$ cat src/rtl/rr_stage.sv
// Register-read stage: 32x32 register file with write-back bypass, immediate extension, load-use detection.
// Latency: 1 cycle from ID/RR to RR/EX. Operand read, immediate extension and stall are combinational.
// Backpressure: stall is raised for one cycle on a load-use hazard unless flushed; a bubble is registered into RR/EX meanwhile.
module rr_stage #(
    parameter int DATA_W = 32
) (
    input  logic              clk,
    input  logic              rst,
    input  logic [4:0]        rs,
    input  logic [4:0]        rt,
    input  logic [4:0]        rd,
    input  logic [5:0]        opcode,
    input  logic [5:0]        func,
    input  logic [25:0]       address,
    input  logic [15:0]       immediate,
    input  logic              RegDst,
    input  logic              ALUSrc,
    input  logic              MemtoReg,
    input  logic              RegWrite,
    input  logic              MemRead,
    input  logic              MemWrite,
    input  logic              Jump,
    input  logic [1:0]        ALUOp,
    input  logic              flush,
    input  logic              wb_we,
    input  logic [4:0]        wb_addr,
    input  logic [DATA_W-1:0] wb_data,
    output logic              stall,
    output logic [DATA_W-1:0] rs_data_o,
    output logic [DATA_W-1:0] rt_data_o,
    output logic [31:0]       imm_o,
    output logic [4:0]        dest_o,
    output logic [4:0]        rs_o,
    output logic [4:0]        rt_o,
    output logic [5:0]        opcode_o,
    output logic [5:0]        func_o,
    output logic [25:0]       address_o,
    output logic              RegDst_o,
    output logic              ALUSrc_o,
    output logic              MemtoReg_o,
    output logic              RegWrite_o,
    output logic              MemRead_o,
    output logic              MemWrite_o,
    output logic              Jump_o,
    output logic [1:0]        ALUOp_o
);

    localparam logic [5:0] OP_ANDI = 6'h0C;
    localparam logic [5:0] OP_ORI  = 6'h0D;

    logic [DATA_W-1:0] regs [32];
    logic [DATA_W-1:0] rs_val;
    logic [DATA_W-1:0] rt_val;
    logic [31:0]       imm_ext;
    logic [4:0]        dest;
    logic              load_use;
    logic              bubble;

    // Register file: write-back port; r0 is never written so it stays zero after reset.
    always_ff @(posedge clk) begin
        if (rst) begin
            for (int i = 0; i < 32; i++) begin
                regs[i] <= '0;
            end
        end else if (wb_we && wb_addr != 5'd0) begin
            regs[wb_addr] <= wb_data;
        end
    end

    // Operand read with write-first bypass, immediate extension, destination select and hazard detect.
    always_comb begin
        rs_val = '0;
        rt_val = '0;
        if (rs != 5'd0) begin
            rs_val = (wb_we && wb_addr == rs) ? wb_data : regs[rs];
        end
        if (rt != 5'd0) begin
            rt_val = (wb_we && wb_addr == rt) ? wb_data : regs[rt];
        end

        if (opcode == OP_ANDI || opcode == OP_ORI) begin
            imm_ext = {16'h0000, immediate};
        end else begin
            imm_ext = {{16{immediate[15]}}, immediate};
        end

        dest = RegDst ? rd : rt;

        // rt only counts as a source when the ALU takes it instead of the immediate.
        load_use = MemRead_o && dest_o != 5'd0 &&
                   (dest_o == rs || (dest_o == rt && !ALUSrc));
        stall    = load_use && !flush;
        bubble   = flush || load_use;
    end

    // RR/EX pipeline register: reset and bubbles (flush or load-use) clear every field.
    always_ff @(posedge clk) begin
        if (rst || bubble) begin
            rs_data_o  <= '0;
            rt_data_o  <= '0;
            imm_o      <= '0;
            dest_o     <= '0;
            rs_o       <= '0;
            rt_o       <= '0;
            opcode_o   <= '0;
            func_o     <= '0;
            address_o  <= '0;
            RegDst_o   <= 1'b0;
            ALUSrc_o   <= 1'b0;
            MemtoReg_o <= 1'b0;
            RegWrite_o <= 1'b0;
            MemRead_o  <= 1'b0;
            MemWrite_o <= 1'b0;
            Jump_o     <= 1'b0;
            ALUOp_o    <= '0;
        end else begin
            rs_data_o  <= rs_val;
            rt_data_o  <= rt_val;
            imm_o      <= imm_ext;
            dest_o     <= dest;
            rs_o       <= rs;
            rt_o       <= rt;
            opcode_o   <= opcode;
            func_o     <= func;
            address_o  <= address;
            RegDst_o   <= RegDst;
            ALUSrc_o   <= ALUSrc;
            MemtoReg_o <= MemtoReg;
            RegWrite_o <= RegWrite;
            MemRead_o  <= MemRead;
            MemWrite_o <= MemWrite;
            Jump_o     <= Jump;
            ALUOp_o    <= ALUOp;
        end
    end

endmodule

$ cat config.mk
export PLATFORM = sky130hd
export DESIGN_NAME = rr_stage
export DESIGN_NICKNAME = d
export VERILOG_FILES = /design/src/rtl/rr_stage.sv
export SDC_FILE = /design/constraint.sdc
export NUM_CORES = 2
export LEC_CHECK = 0
export BUFFER_PORTS_ARGS = -buffer_cell sky130_fd_sc_hd__buf_4
export CORE_MARGIN = 2
export CORE_UTILIZATION = 45
export DETAILED_ROUTE_END_ITERATION = 10
export PLACE_DENSITY = 0.71
export SYNTH_ARGS = -nofsm -noshare
export SYNTH_HDL_FRONTEND = slang
export SYNTH_SLANG_ARGS = --single-unit
$ cat constraint.sdc
create_clock -name clk -period 3 [get_ports clk]
set_input_delay 0.45 -clock clk [delete_from_list [all_inputs] [get_ports clk]]
set_output_delay 0.45 -clock clk [all_outputs]
set_load 0.05 [all_outputs]
==> results.json <==
{
  "status": "complete, no violations",
  "tritoncts": "built",
  "cp.arrival_ns": 2.48,
  "fin_nets": 4324,
  "clock_skew_ns": 0.0285,
  "avgSynthCellArea_um2": 14.9,
  "end_kind": "output pin",
  "grt_max_degree": 87,
  "synthCells": 3921,
  "reg2reg_depth": 10,
  "crit_family": "simple AND/OR/NAND/NOR gates",
  "multi_input_area_um2": 23600,
  "fill_cells": 10200,
  "clkSinkCount": 1167,
  "required_ns": 2.55,
  "met2_length_mm": 92.6,
  "met1_length_mm": 73.4,
  "overflow": 0,
  "whs_path_depth": 2,
  "dominantRegCellSynth": "edfxtp_1",
  "seq_area_frac_synth_pct": 57.4,
  "wl_met3_mm": 28.3,
  "power_density_nw_per_um2": 588,
  "post-route-min-period_ns": 2.93,
  "period_share_pct": 97.8,
  "io_pins": 278,
  "critPathMaxFanout": 4,
  "max_cap_viol_count": 0,
  "port_buffers": 277,
  "gp_congestion": 0.879,
  "grt_pass1_vias": 39100,
  "r2r_start": "dest_o[1]",
  "rows": 132,
  "syn_area_um2": 58600,
  "drive_above_1_share_pct": 29.1,
  "hold_path.startpoint": "RegDst",
  "maxSlewHeadroom_pct": 35.0,
  "dp_hpwl_mm": 126,
  "die_x_um": 365,
  "dr.pass1.iters": 9,
  "die_h_um": 365,
  "ys_warn_count": 0,
  "ir_worst_vdd_mv": 0.366,
  "path_cells": "xnor2_2, nand4_1, or3_1, a21oi_2, buf_6, nor2b_4, buf_6, buf_8",
  "path_common_cell": "buf_6",
  "whs_ns": 0.0599,
  "yosys.area.top_type_share_pct": 52.5,
  "slowest_delay_ns": 0.38,
  "fmax_ghz": 0.341,
  "crit_buf_inv": 3,
  "vias_per_cell": 6.48,
  "clock_latency_ns": 0.75,
  "antenna_left": 0,
  "hold_path_class": "in -> reg",
  "initial_core_util_pct": 45.3,
  "antenna_found_initial": 22,
  "slowest_stage": "or3_1",
  "cts_buffers": 131,
  "hold_end": "RegDst_o",
  "clk_pin_slew_ns": 0.06,
  "critPathKind": "reg -> out",
  "wl_mm": 207,
  "syn2layout_area_growth_pct": 17.9,
  "fp.dieArea_um2": 133000,
  "drc_errors": 0,
  "synth_edf_count": 1024,
  "r2r_slack_ns": 0.20,
  "post-route-util_pct": 53.4,
  "critical_path.startpoint_type": "register",
  "core_um2": 129000,
  "root_buffer": "clkbuf_16",
  "clockBufferDepth": 3,
  "synth_cell_types": 45,
  "power_leakage_nw": 24.6,
  "seq_area_um2": 33600,
  "wl_per_cell_um": 34.2,
  "yosys-top-cells-area": "edfxtp_1 52%, mux4_2 18%, and2_1 11%, dfxtp_1 4.9%, mux2i_1 3.4%",
  "slew_viol_final": 0,
  "ys_async_sr_fraction_pct": 0,
  "vias": 39300,
  "hold_viol_final": 0,
  "cp.depth": 8,
  "drt_iter0_markers": 6474,
  "rsz0062_at_grt": "true",
  "grt_pass1_wl_mm": 289,
  "rr_endpoint": "rs_data_o[10]",
  "grt_usage_pct": 31.0,
  "highest_layer": "met5",
  "h-tree-depth": 4,
  "setup_viol": 0,
  "worst_pin_slew_ns": 0.972,
  "synth_top_area_cell": "edfxtp_1",
  "synth-seq-cells": 1167
}
==> layout by cell type, fill, tap and decap left out, drive strengths merged, types with 5 or more instances in the layout <==
cell and instances:
xnor2 11, clkbuf 183, conb 32, mux4 480, o2bb2ai 32, xor2 9, buf 496, nand2 74
dlygate4sd3 63, nand4 10, nor2 36, nand3 5, nor4 7, inv 12, a221oi 86, mux2i 197
a21oi 87, a32o 31, nor3 35, nor2b 12, dfxtp 143, bufinv 12, a31oi 9, o22ai 32
and2 1037, o2111ai 31, edfxtp 1024, nand3b 5, or2 32, clkinv 34, o21ai 35
==> flip-flops by register name (all words and copies together), names as in the netlist, 6 cells and up <==
name	count
opcode_o	6
address_o	26
imm_o	17
rt_data_o	32
regs	1024
rs_data_o	32
func_o	6
==> per-stage QoR <==
step	instance area, um^2	instances	total power [mW]	TNS (ns)	worst slack [ns]
floorplan	58700	3952	22.1	0	0.145
global placement	63900	5747	24.1	0	0.0117
detailed placement	63900	5747	24.2	0	0.0565
CTS	69100	6054	40.6	-0.0262	-0.0262
global route	69100	6056	41.5	-0.0300	-0.0300
finish	69100	6057	40.6	0	0.0669
==> layer usage <==
layer / track usage, % / up-vias
met1: 40.7 / 19900
met3: 8.41 / 627
met4: 16.4 / 12
met2: 47.0 / 3177
li1: - / 15600
met5: 0 / -
==> cells in the mapped netlist, drive strengths merged (7+ instances only) <==
library cell	n
nor4	7
a21oi	87
dfxtp	143
o22ai	32
and2	1037
xnor2	11
o2bb2ai	32
mux4	480
or2	32
buf	117
nand2	74
a31oi	9
nor2	36
xor2	9
nor3	35
mux2i	197
clkbuf	322
nand4	10
a221oi	86
nor2b	12
a32o	31
edfxtp	1024
o21ai	35
o2111ai	31
==> what timing repair did <==
item / in CTS / in global routing
hold buffers: 63 / 0
resized for setup: 18 / 1
setup endpoints to repair: 1 / 1
endpoints found under the hold margin: 64 / 0
pin swaps: 3 / 3
gates cloned: 0 / 0
buffers inserted: 3 / 1
==> worst register-to-register path: cells and delay by family, from the launching register on <==
family / cells / cell delay (ns)
AND/OR/NAND/NOR: 2 / 0.98
AO/OA/AOI/OAI: 3 / 0.53
buffers and inverters: 5 / 0.87
flip-flops: 1 / 0.35
==> worst max path at each step <==
stage              start            to  slack [ns]
2_1_floorplan  dest_o[1]         stall        0.15
3_3_place_gp       rt[2]  rt_data_o[7]        0.01
3_5_place_dp       rt[2]  rt_data_o[7]        0.06
4_1_cts        dest_o[3]         stall       -0.03
5_1_grt        dest_o[3]         stall       -0.03
6_report       dest_o[4]         stall        0.07
==> area by class of cell <==
type	count	share of cell area (%)
Inverter	3	0.0163
Timing Repair Buffer	559	7.66
Clock inverter	58	0.974
Clock buffer	183	5.41
Antenna cell	2	0.00724
Tap cell	1742	3.15
Multi-Input combinational cell	2343	34.1
Sequential cell	1167	48.7
==> cells by family (layout without fill, tap and decap cells) <==
logic type      after synthesis  in the layout  synth area share, %
simple gates               1265           1265                 13.0
flops                      1167           1167                 57.4
mux                         677            677                 21.8
buf+inv                     442            803                 3.16
compound gates              349            349                 4.34
xor+xnor                     20             20                0.299
other cells                   1             34              0.00640
==> power breakdown <==
part | internal, mW | switching, mW
registers | 18.5 | 0.515
clock network | 9.80 | 6.78
logic | 2.09 | 2.91
total | 30.4 | 10.2
Note: power is estimated with default switching activity, not from simulation.
